### src/rtl/pulse_stretcher.sv
// Pulse stretcher: turns single-cycle requests into fixed-length high levels
// separated by a guaranteed low gap, queueing requests that arrive while busy.
module pulse_stretcher #(
    parameter int HOLD_CYCLES = 4,
    parameter int GAP_CYCLES  = 2,
    parameter int PEND_W      = 3
) (
    input  logic              clk,
    input  logic              reset,
    input  logic              in,
    input  logic              clr,
    output logic              out,
    output logic              busy,
    output logic [PEND_W-1:0] pending,
    output logic              overflow
);

    localparam int MAXC = (HOLD_CYCLES > GAP_CYCLES) ? HOLD_CYCLES : GAP_CYCLES;
    localparam int CW   = (MAXC > 1) ? $clog2(MAXC) : 1;

    localparam logic [CW-1:0]     HOLD_LD  = CW'(HOLD_CYCLES - 1);
    localparam logic [CW-1:0]     GAP_LD   = CW'(GAP_CYCLES - 1);
    localparam logic [CW-1:0]     CNT_ZERO = {CW{1'b0}};
    localparam logic [CW-1:0]     CNT_ONE  = CW'(1);
    localparam logic [PEND_W-1:0] PEND_MAX = {PEND_W{1'b1}};
    localparam logic [PEND_W-1:0] PEND_ONE = PEND_W'(1);

    typedef enum logic [1:0] {
        S_IDLE = 2'd0,
        S_HIGH = 2'd1,
        S_GAP  = 2'd2
    } state_t;

    state_t            state_q, state_d;
    logic [CW-1:0]     cnt_q, cnt_d;
    logic [PEND_W-1:0] pend_q, pend_d;
    logic              ovf_q, ovf_d;
    logic              out_q, out_d;
    logic              last_s;
    logic              enq_s;
    logic              deq_s;
    logic              drop_s;

    assign last_s = (cnt_q == CNT_ZERO);

    // Next-state, counter reload and enqueue/dequeue decisions
    always_comb begin
        state_d = state_q;
        cnt_d   = cnt_q;
        enq_s   = 1'b0;
        deq_s   = 1'b0;
        case (state_q)
            S_IDLE: begin
                if (in) begin
                    state_d = S_HIGH;
                    cnt_d   = HOLD_LD;
                end else begin
                    cnt_d   = CNT_ZERO;
                end
            end
            S_HIGH: begin
                enq_s = in;
                if (last_s) begin
                    state_d = S_GAP;
                    cnt_d   = GAP_LD;
                end else begin
                    cnt_d   = cnt_q - CNT_ONE;
                end
            end
            S_GAP: begin
                if (last_s) begin
                    // A request on this edge with an empty queue starts directly
                    if ((pend_q != {PEND_W{1'b0}}) || in) begin
                        state_d = S_HIGH;
                        cnt_d   = HOLD_LD;
                        deq_s   = (pend_q != {PEND_W{1'b0}});
                        enq_s   = in && (pend_q != {PEND_W{1'b0}});
                    end else begin
                        state_d = S_IDLE;
                        cnt_d   = CNT_ZERO;
                    end
                end else begin
                    enq_s = in;
                    cnt_d = cnt_q - CNT_ONE;
                end
            end
            default: begin
                state_d = S_IDLE;
                cnt_d   = CNT_ZERO;
            end
        endcase
    end

    // Pending counter with saturation and sticky overflow
    always_comb begin
        pend_d = pend_q;
        drop_s = 1'b0;
        if (enq_s && deq_s) begin
            pend_d = pend_q;
        end else if (enq_s) begin
            if (pend_q == PEND_MAX) begin
                drop_s = 1'b1;
            end else begin
                pend_d = pend_q + PEND_ONE;
            end
        end else if (deq_s) begin
            pend_d = pend_q - PEND_ONE;
        end else begin
            pend_d = pend_q;
        end
        if (drop_s) begin
            ovf_d = 1'b1;
        end else if (clr) begin
            ovf_d = 1'b0;
        end else begin
            ovf_d = ovf_q;
        end
        out_d = (state_d == S_HIGH);
    end

    // State and datapath registers
    always_ff @(posedge clk or posedge reset) begin
        if (reset) begin
            state_q <= S_IDLE;
            cnt_q   <= CNT_ZERO;
            pend_q  <= {PEND_W{1'b0}};
            ovf_q   <= 1'b0;
            out_q   <= 1'b0;
        end else begin
            state_q <= state_d;
            cnt_q   <= cnt_d;
            pend_q  <= pend_d;
            ovf_q   <= ovf_d;
            out_q   <= out_d;
        end
    end

    assign out      = out_q;
    assign busy     = (state_q != S_IDLE);
    assign pending  = pend_q;
    assign overflow = ovf_q;

endmodule

### config.mk
export PLATFORM = sky130hd
export DESIGN_NAME = pulse_stretcher
export DESIGN_NICKNAME = d
export VERILOG_FILES = /design/src/rtl/pulse_stretcher.sv
export SDC_FILE = /design/constraint.sdc
export NUM_CORES = 1
export LEC_CHECK = 0
export ABC_AREA = 1
export BUFFER_PORTS_ARGS = -buffer_cell sky130_fd_sc_hd__buf_2
export CAP_MARGIN = 0
export CORE_MARGIN = 1.5
export CORE_UTILIZATION = 47
export DETAILED_ROUTE_END_ITERATION = 16
export GPL_ROUTABILITY_DRIVEN = 0
export PLACE_DENSITY = 0.73
export SYNTH_ARGS = -nofsm -noshare
export SYNTH_HDL_FRONTEND = slang
export SYNTH_SLANG_ARGS = --single-unit
### constraint.sdc
create_clock -name clk -period 1.9 [get_ports clk]
set_input_delay 0.19 -clock clk [delete_from_list [all_inputs] [get_ports clk]]
set_output_delay 0.19 -clock clk [all_outputs]
set_load 0.005 [all_outputs]
* After elaboration in Yosys (flattened, before gate mapping)
Cells that the tools add are included.
** Storage, ports and cells
- Output and inout bits :: 6
- Flip-flop bits (word level) :: 9
** Cells by class
- Reductions and logical operators :: 10
- $add $sub $neg :: 3
- Multiplexer cells :: 24
- Bitwise operators :: 1
- Eq/ne operators :: 5
** Operators by type and width (number)
- $mux W2 :: 7
- $pmux W2 S3 :: 2
- $mux W1 :: 11
- $mux W3 :: 3
- $reduce_bool A2 Y1 :: 3
- $eq A2 B1 Y1 const B :: 2
- $logic_not A2 Y1 :: 2
- $add A3 B1 Y3 const B :: 1
- $eq A3 B3 Y1 const B :: 1
- $reduce_and A3 Y1 :: 1
- $reduce_bool A3 Y1 :: 1
- $sub A3 B1 Y3 const B :: 1
- $eq A2 B2 Y1 const B :: 1
- $logic_and A1 B1 Y1 :: 2
- $ne A2 B2 Y1 const B :: 1
- $pmux W1 S2 :: 1
- $sub A2 B1 Y2 const B :: 1
- $logic_or A1 B1 Y1 :: 1
- $not A1 Y1 :: 1

* Longest topological paths before layout
Gate-level depths: netlist of the first run.
- Word-level depth :: 8
- Gate-level depth with buffers :: 15
- Mapped depth without buffers :: 15

* Worst setup path before layout of the first run
Ideal clock, no wire load.
- Path type :: reg-to-reg
- From :: register state_q[0]
- To :: register pend_q[2], in the netlist pending[2]
- Data arrival time :: 1.719 ns
- Data required time :: 1.783 ns
- Period minus slack after synthesis :: 1.835 ns
- Library setup time :: 0.117 ns
- Path slack :: 0.065 ns
- Cell stages (with the launch flop) :: 15
- Path through :: dfrtp_1 inv_1 ha_1 inv_1 nor2_1 nor2_2 nand2_2 nand2_1 fa_1 inv_1 nand2_1 nand2_1 inv_1 nand3_1 nand2_1
** Between the ends
- Word-level cells in the longest chain between the ends :: 5
- Elaborated cells on any way between the ends :: 10
- Those cells by class :: eq/ne: 3; mux: 3; bitwise: 1; reduce/logical: 3
** RTL lines
- start, declared :: RTL line 34 : state_t state_q, state_d;
- start signal, assigned :: RTL line 130 : state_q <= state_d;
- parallel branches: the longest is 5 deep, another holds $reduce_and A3 Y1
- end signal, assigned :: RTL line 126 : pend_q <= {PEND_W{1'b0}};
- end signal, assigned :: RTL line 132 : pend_q <= pend_d;
- end, declared :: RTL line 36 : logic [PEND_W-1:0] pend_q, pend_d;
Parallel ways; which one is timed is not known.
A chain may end at the register's enable or synchronous reset.

* Worst setup path after layout of the first run
- From :: register state_q[1]
- To :: register pend_q[2], in the netlist pending[2]
The elaborated chain is that of the path after synthesis.

==> flow_summary.yaml, run 1 <==
global_route:
  grt-ovfl-total: 0
  grt_usage: 0.181
  grt_pass1_vias: 462
  grt_pass1_wl_um: 1840
  antenna_found_initial: 0
  grt_start_max_net_pins: 10
clock_tree:
  cts_htree_levels: 1
  cts_tree: "done"
  clk_latency_ns: 0.25
  clk_pin_slew_ns: 0.05
  numCtsBuffers: 3
  cts_root_buf: "clkbuf_4"
  clock-sinks: 9
  cts.path.max_buffers: 2
timing:
  finalHoldViolCount: 0
  fin_crit_ns: 1.82
  postLayoutSetupSlackWorst_ns: 0.0820
  max_freq_mhz: 550
  fin_crit_sh: 0.957
  worstMarginPinSlew_ns: 0.354
  slew-limit-headroom: 0.763
  slew_viol_final: 0
  clock_skew_ns: 0.00108
  setup_viol: 0
synth:
  ys_seq_elements: 9
  ys_warn_count: 0
  syn_inst: 83
  synth_nets: 92
  syn_area_per_cell_um2: 7.40
  synth_seq_area_share: 0.367
  syn-cell-area_um2: 614
  synth_cell_types: 19
route:
  drtIter0Drc: 9
  wirelength_um: 1280
  drcViolationCount: 0
  drt_first_pass_iters: 2
  vias: 562
  wire_per_inst_um: 10.7
  ant_nets: 0
  viasPerCell: 4.72
layout:
  fin_area_um2: 812
  fin_nets: 115
  syn_to_final_growth_pct: 32.2
  drive_above_1_share: 0.390
  diodes: 0
placed_design:
  place_ws_ns: 0.0414
  dp_hpwl_um: 880
  place.port_buffers: 9
  place_area_um2: 699
power:
  p_leak_nw: 0.450
  ir_drop_uv: 830
  p_per_area_mw_per_mm2: 1770
worst_setup_path:
  cp.arrival_ns: 1.96
  startpoint_type: "flip-flop"
  worstPathRequired_ns: 2.04
  critPathKind: "reg2reg"
  critPathMaxFanout: 4
  end_kind: "flip-flop"
  crit_chain: "inv_2, ha_2, nor2_2, nand2_2, nand2_2, fa_2, inv_2, nand2_1, nand2_1, inv_2, nand3_1, nand2_1"
  slowest_delay_ns: 0.44
  slowest_stage: "dfrtp_2"
floorplanning:
  core_area_mm2: 0.00116
  die_area_mm2: 0.00153
  die_w_um: 39.2
  rows: 12
  fp.dieH_um: 39.2
  io_pins: 10
  initial_core_util: 0.531
run:
  drv_cap: 0
outcome:
  status: "finished clean"
hold_path:
  hp-class: "in2reg"
final timing paths:
| kind | cells past startpoint | start | slack (ns) | end |
|---|---|---|---|---|
| max in group asynchronous | 3 | reset | 1.22 | state_q[1]$_DFF_PP0_ |
| worst max-delay path | 12 | state_q[1]$_DFF_PP0_ | 0.08 | pending[2]$_DFFE_PP0P_ |
| worst min register to register | 2 | pending[2]$_DFFE_PP0P_ | 0.52 | pending[2]$_DFFE_PP0P_ |
| min in group asynchronous | 3 | reset | 0.43 | cnt_q[1]$_DFF_PP0_ |
| worst min-delay path | 2 | clr | 0.12 | overflow$_DFFE_PP0P_ |
| worst max register to register | 12 | state_q[1]$_DFF_PP0_ | 0.08 | pending[2]$_DFFE_PP0P_ |
layout make-up:
class / instances / area [µm²]
Clock buffer: 4 / 26.3
Fill cell: 90 / 344
Inverter: 17 / 63.8
Multi-Input combinational cell: 57 / 363
Sequential cell: 9 / 226
Tap cell: 14 / 17.5
Timing Repair Buffer: 18 / 115
cells in the final DEF (no fill, tap or decap), drive strengths merged, types with 4 or more instances in the layout:
master and count:
inv 17, nor2 7, ha 4, dfrtp 9, nand3 7, o21ai 5
buf 17, nand2 28, clkbuf 4
flip-flops by register name (all words and copies together), names as in the netlist:
name and count:
overflow 1, pending 3, state_q 2, out 1, cnt_q 2
synth_stat cells:
| cell type | count | area [µm²] |
|---|---|---|
| o21ai_2 | 1 | 8.76 |
| dfrtp_1 | 9 | 225 |
| fa_1 | 1 | 20.0 |
| nand2_2 | 4 | 25.0 |
| nand3_2 | 1 | 10.0 |
| clkinv_1 | 1 | 3.75 |
| nand4_1 | 1 | 6.26 |
| nand2_1 | 24 | 90.1 |
| o21bai_1 | 1 | 7.51 |
| nor2_4 | 1 | 11.3 |
| a21oi_1 | 1 | 5.00 |
| nor2_2 | 1 | 6.26 |
| nand3_1 | 6 | 30.0 |
| o21ai_0 | 4 | 20.0 |
| o32ai_1 | 1 | 8.76 |
| inv_1 | 16 | 60.1 |
| ha_1 | 4 | 50.1 |
| nor2_1 | 5 | 18.8 |
| a21boi_0 | 1 | 7.51 |
routing by layer:
layer,wire length [µm],GRT usage
met4,14,0.0776
met1,639,0.261
met2,607,0.258
met3,18,0.0347
met5,0,0
worst max-delay path: cells and delay by family, from the launching register on:
family | cells | cell delay [ns]
adder cells (fa/ha/maj) | 2 | 0.61
AND/OR/NAND/NOR | 7 | 0.45
flip-flops | 1 | 0.44
buffers and inverters | 3 | 0.20
stage by stage:
step	setup TNS (ns)	cells	total power, mW	util	hold slack, ns
CTS	0	114	1.26	0.636	0.111
finish	0	119	1.44	0.702	0.118
global route	-0.0272	119	1.59	0.702	0.103
floorplan	0	83	0.893	-	0.0179
global placement	0	109	1.09	0.605	0.153
detailed placement	0	109	1.11	0.605	0.154
repair_timing:
| action | CTS | global route |
|---|---|---|
| endpoints found under the hold margin | 9 | 0 |
| buffers inserted | 0 | 5 |
| gates resized for setup | 0 | 14 |
| setup endpoints to repair | 0 | 2 |
| hold buffers | 1 | 0 |
cells by family (layout without fill, tap and decap cells):
family / count (synthesis) / after routing / share of synthesized area
and+or+nand+nor: 43 / 43 / 0.322
buffers and inverters: 17 / 39 / 0.104
AOI/OAI and AO/OA: 9 / 9 / 0.0937
DFF: 9 / 9 / 0.367
adders and majority gates: 5 / 5 / 0.114
power breakdown:
| group | switching, mW | internal (mW) | leakage [nW] |
|---|---|---|---|
| logic | 0.522 | 0.413 | 0.323 |
| registers | 0.0798 | 0.283 | 0.112 |
| clock network | 0.0573 | 0.0803 | 0.0150 |
(Power assumes the default switching activity.)
==> run 2: changes to the inputs <==
- ABC_AREA: 1 -> not set
- CORE_UTILIZATION: 47 -> 48
- PLACE_DENSITY: 0.73 -> 0.74
==> run 2 against run 1 <==
Against the previous run: the flow now finishes with violations (setup timing); register-to-register slack worse by 0.16 ns; count of clock-buffer cells in the layout unchanged; total power grew 15%; clock power up 15%.
==> flow_summary.yaml, run 2 <==
outcome:
  status: "complete, but fails checks"
  violations: "setup timing"
worst_setup_path:
  critPathKind: "reg2reg"
  cp.arrival_ns: 2.13
  end_kind: "flip-flop"
  critPathMaxFanout: 3
  startpoint_type: "flip-flop"
  worstPathRequired_ns: 2.06
  rr_worst_depth: 7
placed_design:
  dp_hpwl_um: 1270
  place_ws_ns: -0.140
  place_area_um2: 816
  place.port_buffers: 9
timing:
  clock_skew_ns: 0.000551
  max_freq_mhz: 506
  fin_crit_sh: 1.04
  slew_viol_final: 0
  setup_viol: 1
  postLayoutSetupSlackWorst_ns: -0.0775
  worstMarginPinSlew_ns: 0.363
  holdWs_ns: 0.114
  slew-limit-headroom: 0.758
  fin_crit_ns: 1.98
  finalHoldViolCount: 0
  rsz0062_at_grt: "true"
clock_tree:
  cts_root_buf: "clkbuf_4"
  clock-sinks: 9
  numCtsBuffers: 3
  cts.path.max_buffers: 2
  cts_tree: "done"
  clk_pin_slew_ns: 0.07
  cts_htree_levels: 1
  clk_latency_ns: 0.27
route:
  ant_nets: 0
  viasPerCell: 5.86
  drcViolationCount: 0
  wire_per_inst_um: 14.6
  vias: 709
  wirelength_um: 1770
  drtIter0Drc: 16
  drt_first_pass_iters: 4
synth:
  synth_cell_types: 32
  ys_seq_elements: 9
  ys_top_cells_by_count: "9 x a21oi_1, 9 x dfrtp_1, 7 x inv_1, 7 x nand2_1, 7 x o21ai_0"
  synth.area.mux_share: 0.0149
  yosys_most_used_dff: "dfrtp_1"
  synth_compound_area_frac: 0.305
  ys_warn_count: 0
  synth_xor_area_frac: 0
  syn_area_per_cell_um2: 8.63
  synth_seq_area_share: 0.335
  synth_fa_ha_area_frac: 0.104
  synth_top_family_by_area: "compound AO/OA/AOI/OAI gates"
  syn_inst: 78
  synth_nets: 87
  yosysTopAreaCell: "dfrtp_1"
  async_flop_share: 1.00
  synth-edff-count: 0
  synth_top_area_frac: 0.335
  syn-cell-area_um2: 673
  synth_area_leaders: "dfrtp_1 33%, ha_1 7.4%, a21oi_1 6.7%, o21ai_0 5.2%, inv_1 3.9%"
  synthSimpleGateAreaFrac: 0.154
global_route:
  antenna_found_initial: 0
  grt_usage: 0.265
  grt_pass1_wl_um: 2700
  grt-ovfl-total: 0
  grt_pass1_vias: 617
  grt_start_max_net_pins: 10
floorplanning:
  core_area_mm2: 0.00130
  die_area_mm2: 0.00164
  initial_core_util: 0.517
  fp.dieH_um: 40.5
  die_w_um: 40.5
  io_pins: 10
  rows: 13
layout:
  diodes: 0
  final_util: 0.713
  final_common_cell: "buf_4"
  layout_common_cells: "18 x buf_4, 9 x a21oi_1, 9 x buf_2"
  largest_reg_flops: 3
  fin_area_um2: 927
  syn_to_final_growth_pct: 37.7
  num-fill-cells: 110
  fin_nets: 116
  drive_above_1_share: 0.387
run:
  drv_cap: 0
power:
  ir_drop_uv: 988
  p_total_mw: 1.65
  p_leak_nw: 0.424
  p_per_area_mw_per_mm2: 1780
hold_path:
  worstHoldPathCells: 2
  hp-class: "in2reg"
[run 2: cell count changes in the layout (fill, tap and decap cells not counted), moves of 2 or more]
cell,before,now
inv_1,12,5
o21a_1,0,2
nor2_2,2,0
nand2_1,22,7
o21ai_1,0,2
a21oi_1,1,9
a211oi_1,0,2
o22ai_1,0,2
nand2_2,6,0
buf_4,8,18
inv_2,5,2
nand3_1,6,3
o21ai_0,4,7
[run 2: through the flow]
step,std cells,setup TNS [ns]
2_1_floorplan,78,-0.157
3_5_place_dp,111,-0.140
3_3_place_gp,111,-0.0677
5_1_grt,121,-0.156
4_1_cts,119,-0.0912
6_report,121,-0.0775
[run 2: metal layers]
metal  share of wire  GRT usage  wire length [µm]  up-vias
met5               0          0                 0        -
met4           0.037      0.167                65        0
met3           0.033     0.0444                58        7
met2            0.50      0.456               887       23
met1            0.43      0.298               760      338
li1                -          -                 -      341
[run 2: path summary, 6_finish.rpt]
path	start	endpoint	slack [ns]
max in group asynchronous	reset	state_q[1]$_DFF_PP0_	1.19
worst max-delay path	state_q[1]$_DFF_PP0_	pending[1]$_DFFE_PP0P_	-0.08
worst max register to register	state_q[1]$_DFF_PP0_	pending[1]$_DFFE_PP0P_	-0.08
worst min register to register	overflow$_DFFE_PP0P_	overflow$_DFFE_PP0P_	0.56
min in group asynchronous	reset	overflow$_DFFE_PP0P_	0.43
worst min-delay path	clr	overflow$_DFFE_PP0P_	0.11
[run 2: area by class of cell]
type	count	area (µm²)	area share
sequential	9	226	0.244
inverter	7	26.3	0.0283
timing repair buffer	28	190	0.205
tap	15	18.8	0.0202
multi-input combinational	58	439	0.474
clock buffer	4	26.3	0.0283
[run 2: what timing repair did]
action	4_1_cts	5_1_grt
endpoints found under the setup margin	2	2
setup buffers	3	2
cloned	0	0
resized for setup	2	6
hold buffers	1	0
pin swaps	2	3
hold endpoints to repair	9	0
[run 2: power breakdown]
| group | internal, mW | switching, mW |
|---|---|---|
| clock network | 0.0815 | 0.0778 |
| logic | 0.567 | 0.588 |
| registers | 0.282 | 0.0534 |
[run 2: critical path: stages (launching register included)]
cell and delay (ns):
dfrtp_2 0.44, ha_4 0.18, o31a_1 0.14, o31ai_4 0.24, fa_1 0.47, a21oi_1 0.13, nor4b_2 0.20, a21oi_1 0.06
[run 2: logic make-up (layout without fill, tap and decap cells)]
kind of cell             count (synthesis)  count (layout)
adder cells (fa/ha/maj)                  5               5
AO/OA/AOI/OAI                           33              33
AND/OR/NAND/NOR                         19              19
flip-flops                               9               9
buffers and inverters                   11              39
multiplexers                             1               1
==> run 3: changes to the inputs <==
- CORE_UTILIZATION: 48 -> 31
- PLACE_DENSITY: 0.74 -> 0.52
==> run 3 against run 2 <==
Against the previous run: the run still ends with setup timing left; critical path depth stayed put; sequential cell count stayed put; clock power is 4% lower; total power is 5.7% lower; utilization is 26 points lower; critical path type unchanged.
==> flow_summary.yaml, run 3 (synthesized netlist as in run 2, its figures left out) <==
outcome:
  status: "complete, but fails checks"
  violations: "setup timing"
route:
  drtIter0Drc: 14
  viasPerCell: 5.02
  drcViolationCount: 0
  vias: 653
  wire_per_inst_um: 12.4
  drt_first_pass_iters: 5
  wirelength_um: 1610
  ant_nets: 0
placed_design:
  dpl.cell_count: 125
  place_area_um2: 846
  dp_hpwl_um: 1280
  place.port_buffers: 9
global_route:
  grt-ovfl-total: 0
  grt_usage: 0.158
  grt_pass1_wl_um: 2890
  antenna_found_initial: 0
  grt_start_max_net_pins: 10
  grt_pass1_vias: 640
run:
  drv_cap: 0
worst_setup_path:
  startpoint_type: "flip-flop"
  worstPathRequired_ns: 2.05
  end_kind: "flip-flop"
  cp.arrival_ns: 2.15
  critPathKind: "reg2reg"
  critPathMaxFanout: 5
layout:
  fin_nets: 113
  num-fill-cells: 211
  fin_area_um2: 907
  drive_above_1_share: 0.350
  layout_common_cells: "15 x buf_4, 9 x a21oi_1, 9 x dfrtp_1, 9 x buf_2"
  diodes: 0
  largest_reg_flops: 3
  syn_to_final_growth_pct: 34.8
  final_common_cell: "buf_4"
  stdcell_count: 130
timing:
  fin_crit_ns: 2.00
  worstMarginPinSlew_ns: 0.396
  rsz0062_at_grt: "true"
  clock_skew_ns: 0.00512
  max_freq_mhz: 499
  finalHoldViolCount: 0
  fin_crit_sh: 1.05
  postLayoutSetupSlackWorst_ns: -0.103
  slew_viol_final: 0
  slew-limit-headroom: 0.735
  setup_viol: 1
  tns_ns: -0.103
floorplanning:
  rows: 16
  die_w_um: 49.6
  initial_core_util: 0.336
  fp.dieH_um: 49.6
  die_area_mm2: 0.00246
  io_pins: 10
  core_area_mm2: 0.00200
clock_tree:
  clock-sinks: 9
  cts_htree_levels: 1
  cts_tree: "done"
  cts_root_buf: "clkbuf_4"
  cts.path.max_buffers: 2
  clk_pin_slew_ns: 0.07
  postCtsSetupBuffers: 0
  clk_latency_ns: 0.26
  numCtsBuffers: 3
power:
  p_leak_nw: 0.406
  ir_drop_uv: 684
  p_per_area_mw_per_mm2: 1710
  p_total_mw: 1.55
hold_path:
  hp-class: "in2reg"
## run 3: cell types whose count changed in the layout (fill, tap and decap cells not counted), sizes merged
cell | previous run | this run
buf | 27 | 24
## run 3: final timing paths
check                      slack, ns                endpoint            startpoint  cells after the start
max                            -0.10  pending[1]$_DFFE_PP0P_  state_q[1]$_DFF_PP0_                      7
min                             0.11    overflow$_DFFE_PP0P_                   clr                      2
max reg2reg                    -0.10  pending[1]$_DFFE_PP0P_  state_q[1]$_DFF_PP0_                      7
min reg2reg                     0.55    overflow$_DFFE_PP0P_  overflow$_DFFE_PP0P_                      2
max in group asynchronous       1.19    state_q[1]$_DFF_PP0_                 reset                      3
min in group asynchronous       0.44      cnt_q[1]$_DFF_PP0_                 reset                      3
## run 3: power by group
group	total (mW)	internal (mW)	switching (mW)
clock	0.152	0.0811	0.0706
combinational	1.07	0.531	0.536
sequential	0.335	0.281	0.0540
## run 3: final cells by class
cell class / count / area, µm² / share of cell area
multi-input cells: 58 / 428 / 0.472
clock buffers: 4 / 26.3 / 0.0290
repair buffers: 25 / 168 / 0.185
inverters: 7 / 26.3 / 0.0290
well taps: 27 / 33.8 / 0.0372
flip-flops and latches: 9 / 225 / 0.248
## run 3: what timing repair did
| item | CTS | global route |
|---|---|---|
| gates resized for setup | 3 | 2 |
| pin swaps | 2 | 2 |
| hold buffers | 1 | 0 |
| endpoints found under the hold margin | 9 | 0 |
| cloned | 0 | 0 |
| endpoints found under the setup margin | 1 | 2 |
## run 3: layer usage
layer	vias up	share of wire	track usage	routed length, µm
li1	333	-	-	-
met1	304	0.44	0.191	714
met2	14	0.51	0.264	825
met3	2	0.040	0.0545	64
met4	0	0.0037	0.0417	6
met5	-	0	0	0
## run 3: metrics by stage
step / util / hold WS (ns) / worst slack (ns)
CTS: 0.447 / 0.104 / -0.150
detailed placement: 0.423 / 0.179 / -0.150
global placement: 0.423 / 0.176 / -0.0153
floorplan: - / 0.0179 / -0.157
global route: 0.453 / 0.0907 / -0.219
finish: 0.453 / 0.110 / -0.103
## run 3: critical path, stage by stage (launching register included)
cell and delay (ns):
dfrtp_1 0.43, ha_4 0.20, o31a_1 0.12, o31ai_2 0.26, fa_1 0.48, a21oi_1 0.13, nor4b_2 0.21, a21oi_1 0.07
